## config.mk

```make
export PLATFORM = sky130hd
export DESIGN_NAME = code_decoder_3to8_flat
export DESIGN_NICKNAME = d
export VERILOG_FILES = /design/src/rtl/code_decoder_3to8_pkg.sv /design/src/rtl/code_decoder_3to8_if.sv /design/src/rtl/code_decoder_3to8_skid.sv /design/src/rtl/code_decoder_3to8.sv /design/src/flat_wrapper.sv
export SDC_FILE = /design/constraint.sdc
export NUM_CORES = 1
export LEC_CHECK = 0
export CELL_PAD_IN_SITES_DETAIL_PLACEMENT = 2
export CELL_PAD_IN_SITES_GLOBAL_PLACEMENT = 2
export CORE_MARGIN = 5
export CORE_UTILIZATION = 33
export CTS_CLUSTER_SIZE = 30
export DETAILED_ROUTE_END_ITERATION = 12
export GPL_TIMING_DRIVEN = 0
export HOLD_SLACK_MARGIN = 0.03
export PLACE_DENSITY_LB_ADDON = 0.1
export SYNTH_ARGS = -nofsm -noshare
export SYNTH_HDL_FRONTEND = slang
export SYNTH_SLANG_ARGS = --single-unit
export TNS_END_PERCENT = 30
```

## constraint.sdc

```tcl
create_clock -name clk -period 2.51 [get_ports clk]
set_clock_uncertainty 0.2 [all_clocks]
set_input_delay 0.502 -clock clk [delete_from_list [all_inputs] [get_ports clk]]
set_output_delay 0.502 -clock clk [all_outputs]
set_load 0.01 [all_outputs]
```

## src/rtl/code_decoder_3to8_pkg.sv

```systemverilog
// Shared types and decode helpers for the 3-to-8 one-hot decoder.
// Optional thermometer mask output is enabled with DECODE_THERMO_EN.
package code_dec_pkg;

    localparam int CODE_W = 3;
    localparam int OUT_W  = 1 << CODE_W;

    typedef enum logic [1:0] {EMPTY, ONE, TWO} dec_state_e;

    function automatic logic [OUT_W-1:0] onehot_f(input logic [CODE_W-1:0] code);
        onehot_f       = '0;
        onehot_f[code] = 1'b1;
    endfunction

    // Bits [code:0] set, so code 0 still yields a non-empty mask.
    function automatic logic [OUT_W-1:0] thermo_f(input logic [CODE_W-1:0] code);
        for (int i = 0; i < OUT_W; i++) begin
            thermo_f[i] = (i <= int'(code));
        end
    endfunction

endpackage

```

## src/rtl/code_decoder_3to8_if.sv

```systemverilog
// Valid/ready bus between the code producer, the decoder and the lane fan-out.
// out_mask exists only when DECODE_THERMO_EN is defined.
interface code_decoder_3to8_if #(
    parameter int CNT_W = 16
);
    import code_dec_pkg::*;

    logic [CODE_W-1:0] in_code;
    logic              in_valid;
    logic              in_ready;
    logic [OUT_W-1:0]  out_onehot;
    logic              out_valid;
    logic              out_ready;
    logic [CNT_W-1:0]  xfer_count;
`ifdef DECODE_THERMO_EN
    logic [OUT_W-1:0]  out_mask;
`endif

    modport slave (
        input  in_code, in_valid, out_ready,
        output in_ready, out_onehot, out_valid, xfer_count
`ifdef DECODE_THERMO_EN
        , output out_mask
`endif
    );

    modport master (
        output in_code, in_valid, out_ready,
        input  in_ready, out_onehot, out_valid, xfer_count
`ifdef DECODE_THERMO_EN
        , input out_mask
`endif
    );

endinterface

```

## src/rtl/code_decoder_3to8_skid.sv

```systemverilog
// Generic 2-entry valid/ready skid register; in_ready depends on state only.
// Both entries clear on reset so no stale word survives an abort.
module dec_skid_buf
    import code_dec_pkg::*;
#(
    parameter int DATA_W = 8
) (
    input  logic              clk,
    input  logic              rst,
    input  logic [DATA_W-1:0] in_data,
    input  logic              in_valid,
    output logic              in_ready,
    output logic [DATA_W-1:0] out_data,
    output logic              out_valid,
    input  logic              out_ready,
    output logic              xfer
);

    dec_state_e        state_p1, state_n;
    logic              in_ready_p1;
    logic [DATA_W-1:0] out_data_p1;
    logic [DATA_W-1:0] skid_data_p1;
    logic              accept;
    logic              load_out, load_skid, move_skid;

    assign in_ready  = in_ready_p1;
    assign out_valid = (state_p1 != EMPTY);
    assign out_data  = out_data_p1;
    assign accept    = in_valid & in_ready_p1;
    assign xfer      = out_valid & out_ready;

    always_comb begin
        state_n   = state_p1;
        load_out  = 1'b0;
        load_skid = 1'b0;
        move_skid = 1'b0;
        unique case (state_p1)
            EMPTY: begin
                if (accept) begin
                    load_out = 1'b1;
                    state_n  = ONE;
                end
            end
            ONE: begin
                if (accept && xfer) begin
                    load_out = 1'b1;
                end else if (accept) begin
                    load_skid = 1'b1;
                    state_n   = TWO;
                end else if (xfer) begin
                    state_n = EMPTY;
                end
            end
            TWO: begin
                if (xfer) begin
                    move_skid = 1'b1;
                    state_n   = ONE;
                end
            end
            default: state_n = EMPTY;
        endcase
    end

    // p1: state, ready flag and both data entries
    always_ff @(posedge clk or posedge rst) begin
        if (rst) begin
            state_p1     <= EMPTY;
            in_ready_p1  <= 1'b0;
            out_data_p1  <= '0;
            skid_data_p1 <= '0;
        end else begin
            state_p1    <= state_n;
            in_ready_p1 <= (state_n != TWO);
            if (load_out) begin
                out_data_p1 <= in_data;
            end else if (move_skid) begin
                out_data_p1 <= skid_data_p1;
            end
            if (load_skid) begin
                skid_data_p1 <= in_data;
            end
        end
    end

endmodule

```

## src/rtl/code_decoder_3to8.sv

```systemverilog
// Registered 3-to-8 one-hot decoder behind a 2-entry skid stage, with a saturating
// output-handshake counter. DECODE_THERMO_EN adds the thermometer mask out_mask.
module code_decoder_3to8
    import code_dec_pkg::*;
#(
    parameter int CNT_W = 16
) (
    input  logic                 clk,
    input  logic                 rst,
    code_decoder_3to8_if.slave   bus
);

`ifdef DECODE_THERMO_EN
    localparam int WORD_W = 2 * OUT_W;
`else
    localparam int WORD_W = OUT_W;
`endif

    logic [WORD_W-1:0] word_p0;
    logic [WORD_W-1:0] word_p1;
    logic              xfer;
    logic [CNT_W-1:0]  cnt_p1;

`ifdef DECODE_THERMO_EN
    assign word_p0       = {thermo_f(bus.in_code), onehot_f(bus.in_code)};
    assign bus.out_mask  = word_p1[WORD_W-1:OUT_W];
`else
    assign word_p0       = onehot_f(bus.in_code);
`endif
    assign bus.out_onehot = word_p1[OUT_W-1:0];
    assign bus.xfer_count = cnt_p1;

    dec_skid_buf #(
        .DATA_W (WORD_W)
    ) u_skid (
        .clk       (clk),
        .rst       (rst),
        .in_data   (word_p0),
        .in_valid  (bus.in_valid),
        .in_ready  (bus.in_ready),
        .out_data  (word_p1),
        .out_valid (bus.out_valid),
        .out_ready (bus.out_ready),
        .xfer      (xfer)
    );

    // p1: handshake counter, sticks at all-ones
    always_ff @(posedge clk or posedge rst) begin
        if (rst) begin
            cnt_p1 <= '0;
        end else if (xfer && (cnt_p1 != '1)) begin
            cnt_p1 <= cnt_p1 + CNT_W'(1);
        end
    end

endmodule

```

## src/flat_wrapper.sv

```systemverilog
// flat-port wrapper written by rule: the top's interface ports become plain ports
module code_decoder_3to8_flat import code_dec_pkg::*;
#(
    parameter int CNT_W = 16
)
  (clk, rst, bus_in_code, bus_in_valid, bus_out_ready, bus_in_ready, bus_out_onehot, bus_out_valid, bus_xfer_count);
  code_decoder_3to8_if #(.CNT_W(CNT_W)) bus_i ();
  input  logic clk;
  input  logic rst;
  input wire logic [$bits(bus_i.in_code)-1:0] bus_in_code;
  input wire logic [$bits(bus_i.in_valid)-1:0] bus_in_valid;
  input wire logic [$bits(bus_i.out_ready)-1:0] bus_out_ready;
  output wire logic [$bits(bus_i.in_ready)-1:0] bus_in_ready;
  output wire logic [$bits(bus_i.out_onehot)-1:0] bus_out_onehot;
  output wire logic [$bits(bus_i.out_valid)-1:0] bus_out_valid;
  output wire logic [$bits(bus_i.xfer_count)-1:0] bus_xfer_count;
  assign bus_i.in_code = bus_in_code;
  assign bus_i.in_valid = bus_in_valid;
  assign bus_i.out_ready = bus_out_ready;
  assign bus_in_ready = bus_i.in_ready;
  assign bus_out_onehot = bus_i.out_onehot;
  assign bus_out_valid = bus_i.out_valid;
  assign bus_xfer_count = bus_i.xfer_count;
  code_decoder_3to8 #(.CNT_W(CNT_W)) u_core (.clk(clk), .rst(rst), .bus(bus_i));
endmodule
```

Yosys cells after proc, flatten, opt, wreduce, memory -nomap -nowiden:

Index checks and enable logic that the tools add are counted.

* bitwise gates (word level): 2
* reductions and logical operators: 6
* eq/ne operators: 4
* $lt $le $gt $ge: 2
* $add $sub $neg: 1
* multiplexer cells: 17

Operators by type and width (count)
* 16-bit by 1-bit adder with 16-bit output, second input constant: 1
* 8-bit two-way mux: 2
* 16-bit inequality test, second input constant: 1
* 2-bit two-way mux: 5
* 1-bit two-way mux: 7
* 2-bit one-hot mux with 3 select lines: 1
* 3-bit by 4-bit less-than comparator with 1-bit output, second input constant: 1
* 2-bit nonzero test: 2
* 1-bit demux with 3-bit select: 1
* 3-bit by 1-bit >= comparator with 1-bit output, second input constant: 1
* 1-bit logical AND: 3
* 1-bit bitwise AND: 2
* 2-bit by 1-bit equality test with 1-bit output, second input constant: 1
* 2-bit equality test, second input constant: 1
* 2-bit zero test: 1
* 2-bit inequality test, second input constant: 1
* 1-bit one-hot mux with 2 select lines: 1

* output and inout port bits: 26
* word-level logic and storage cells: 37
* input port bits: 7
* register bits after elaboration: 35

Longest topological paths before layout:

* depth in word-level cells: 7
* gate-level depth with buffers: 6
* depth with buffers taken out: 5

Cells and area by module:

A second synthesis with hierarchy kept.

* cell total of the unflattened synthesis: 149
* area, all modules: 1740.4 µm²

By module, submodules not included
* dec_skid_buf: area an instance 882.1 µm², seq. area each 475.5 µm², cells an instance 60, times used 1
* code_decoder_3to8: area an instance 858.3 µm², seq. area each 400.4 µm², cells an instance 89, times used 1

Least setup slack after synthesis:

No wires, ideal clock.

* kind: register to register
* from: register u_core.cnt_p1[0] (netlist: u_core.bus.xfer_count[0])
* to: register u_core.cnt_p1[4] (netlist: u_core.bus.xfer_count[4])
* arrival: 1694 ps
* clock period less this slack: 1973 ps
* setup slack: 537 ps
* stages on the path, launching flop included: 7
* cells stage by stage: dfrtp_1 > ha_1 > nand4_1 > and4bb_2 > buf_6 > nor4b_1 > xor2_1

* longest elaborated chain between the ends: 2
* elaborated cells between the ends (all ways): 3
* classes of those cells: 1 x add/sub; 1 x eq/ne; 1 x reduce/logical

Ends and longest elaborated chain
* start, declared: RTL line code_decoder_3to8.sv:22 `logic [CNT_W-1:0] cnt_p1;`
* start signal, assigned: RTL line code_decoder_3to8.sv:52 `cnt_p1 <= cnt_p1 + CNT_W'(1);`
* parallel branches: the longest is 2 deep, another holds 16-bit by 1-bit adder with 16-bit output

Parallel ways; which one is timed is not known.
A chain may end at the register's enable or synchronous reset.

Final worst setup path:

* from: input bus_out_ready
* to: register u_core.cnt_p1[9] (netlist: u_core.bus.xfer_count[9])

* longest elaborated chain between the ends: 2

Ends and longest elaborated chain
* start, declared: RTL line flat_wrapper.sv:12 `input wire logic [$bits(bus_i.out_ready)-1:0] bus_out_ready;`
* 1-bit bitwise AND: RTL line code_decoder_3to8_skid.sv:30 `assign xfer = out_valid & out_ready;`
* 1-bit logical AND: RTL line code_decoder_3to8.sv:51 `end else if (xfer && (cnt_p1 != '1)) begin`

No other way between the ends.

==> key figures <==
GRT
  • Number of global-route vias before repair: 1457
  • Grt total ovfl: 0
  • Gr usage total: 0.140
  • First-pass GRT wire length: 7.08 mm
  • Antenna violations before repair: 0
  • Largest net degree at the start of global routing: 36

Cells and area
  • Fin util: 0.432
  • P&R area growth vs syn: 29.2%
  • # diodes: 0
  • Design Area, Final: 0.00216 mm²
  • Final cell count without fillers: roughly 250
  • Final net count: 186
  • Layout cells sized above 1: 0.145

Clock network
  • CTS tree: done
  • Insertion delay to the later sink of the worst-skew pair: 280 ps
  • Post-CTS sizing: 0
  • Sink Count: 35
  • Clock root cell: clkbuf_8
  • CTS Buf Count: 5
  • Postcts setup bufs: 0
  • Clock transition at the registers of the reported paths: ~70 ps
  • CTS H-Tree Depth: 2
  • Deepest clock path buffer count: 2
  • Cts hold-fix bufs: 0

Power and ir drop
  • Logic pwr share: 0.313
  • Leak pwr: 1.01 nW
  • Max VDD drop: 0.000482 V
  • PwrDens: 818 mW/mm²
  • Tot Pwr: 1.77 mW
  • Sequential share of power: 0.467
  • Sw frac: 0.325
  • Clock Power Share: 0.219
  • Psw: 576 µW
  • Pint: 1.19 mW

Worst setup path
  • WP buf/inv: 2
  • CP endpoint kind: register
  • Slowest CP cell: clkdlybuf4s50_1
  • Req. time, crit path: 2520 ps
  • CP Launch Type: primary input
  • Critical path depth: 5
  • Crit path from: bus_out_ready
  • Critical-path cell list: clkdlybuf4s50_1 > o21ai_0 > buf_2 > nor4_1 > xor2_1
  • Crit-path max cell delay: 590 ps
  • CP max FO: 10
  • Worst-case reg-to-reg path depth: 6
  • Origin of the critical flop-to-flop path: u_core.bus.xfer_count[0]
  • Crit path max-delay family: buffers and inverters
  • Crit Path Class: in2reg
  • Arr. time, crit path: 2220 ps

Synth
  • Largest cells by area after synthesis: dfrtp_1, xor2_1, mux2_2
  • Commonest cells post-synth: dfrtp_1, xor2_1, mux2_2, a21o_1, a22o_1
  • Avg Inst Size Synth: around 12 µm²
  • Share of the synthesized area in the top cell type: 0.523
  • Syn_nets: approximately 150
  • Gate Count Post-Synth: 139
  • Post-synth EDFFs: 0
  • Yosys reg bits: 35
  • Cell taking the most area after synthesis: dfrtp_1
  • Yosys warnings: 0
  • Synth unique cells: 35
  • Mapped cell area: 0.00168 mm²
  • Sequential share of the synthesized area: 0.523
  • Top-count cell post-synth: dfrtp_1
  • Top_reg_cell synth: dfrtp_1
  • Post-synth ARST share: 1.00

Placement
  • Dpl cells: around 240
  • Placed Area: 0.00208 mm²
  • PortBufs: 32
  • Place WS: -29.6 ps
  • Final GP Congestion: around 0.75
  • DPL Wire Length: 3.00 mm

Hold path
  • Min-delay src: u_core.u_skid.out_data[3]
  • Hold path cells: 1
  • HP Class: reg2reg

Job
  • Max-capacitance violation count: 0

Timing
  • Setup WS post-layout: 292 ps
  • Max-slew headroom: 0.499
  • Slew @ Worst Pin: between 700 and 800 ps
  • Max-slew violation count: 0
  • Period utilisation layout: 0.884
  • RSZ-0062 raised after global routing: false
  • FMAX: 0.451 GHz
  • # setup viols final: 0
  • TNS Setup: 0 ps
  • Final-report hold violation count: 0
  • Min cycle time layout: 2220 ps
  • Hold slack: 277 ps

Route
  • Post-Route WL: around 4 mm
  • Final ANT Viol Nets: 0
  • First-pass DRT Iterations: 3
  • Wire length per cell: 16.5 µm
  • DRT iter0 DRCs: 31
  • Vias/cell: 5.04
  • Via count: ~1.3k
  • Post-route DRC: 0

Status
  • Status: complete, no violations

Floorplan
  • Die X-Extent: 81.3 µm
  • Row count: 26
  • Die Y: 81.3 µm
  • Die area: 0.00660 mm²
  • Initial Utilization: 0.334
  • Core ar.: approximately 0.005 mm²
  • # IOs: 33
[cell families (layout without fill, tap and decap cells)]
group,count (synthesis),count (layout),synth area share
compound gates,21,21,0.0941
xor+xnor,15,15,0.0784
fa+ha+maj,1,1,0.00747
buf+inv,4,44,0.0142
flops,35,35,0.523
mux,11,11,0.0724
simple gates,52,52,0.211
[final timing paths]
check / end / slack (ps)
worst min-delay path: u_core.u_skid.out_data[3] / 280
max in group asynchronous: u_core.u_skid.out_data[1] / 1160
worst max-delay path: u_core.bus.xfer_count[9] / 290
min in group asynchronous: u_core.bus.xfer_count[2] / 470
worst min register to register: u_core.u_skid.out_data[3] / 280
worst max register to register: u_core.bus.xfer_count[9] / 350
[cells in the final DEF, fill, tap and decap left out, types with 2 or more instances in the layout]
cell / count
nor4_1: 2
and3b_1: 2
dfrtp_1: 35
nand2_1: 5
nor4b_1: 2
nand3_1: 5
xor2_1: 12
mux2_2: 9
clkbuf_1: 3
a21oi_1: 3
nand4_1: 4
or2_2: 3
and2_1: 2
xnor2_1: 3
nor3b_1: 5
clkdlybuf4s50_1: 32
and4_1: 2
mux2i_1: 2
clkbuf_8: 5
a22o_1: 8
nor2_1: 7
a21o_1: 8
nor3_1: 5
[power groups by stage]
stage	Combinational, mW	Sequential, mW	Clock (mW)
detailed placement	0.566	0.839	0
floorplan	0.264	0.845	0
finish	0.555	0.827	0.388
global route	0.607	0.850	0.437
CTS	0.570	0.830	0.411
global placement	0.547	0.823	0
[final cells by class]
cell class / count / area [µm²]
repair buffers: 32 / 320
clock inverters: 1 / 5.00
clock buffers: 7 / 76.3
well taps: 70 / 87.6
multi-input cells: 100 / 776
flip-flops and latches: 35 / 876
plain buffers: 3 / 20.0
fillers: 524 / 2850
inverters: 1 / 3.75
[layer usage]
layer  vias up  wire length, µm  track usage
li1        585                -            -
met1       640             1740        0.157
met2        25             2190        0.259
met3         4              140       0.0333
met4         0               37       0.0456
met5         -                0            0
[registers in the layout (all words and copies together) (netlist names)]
signal,cells
u_core.u_skid.out_data,8
u_core.u_skid.state_p1,2
u_core.bus.xfer_count,16
u_core.u_skid.skid_data_p1,8
u_core.u_skid.in_ready,1
Power figures use the tool's default switching activity.
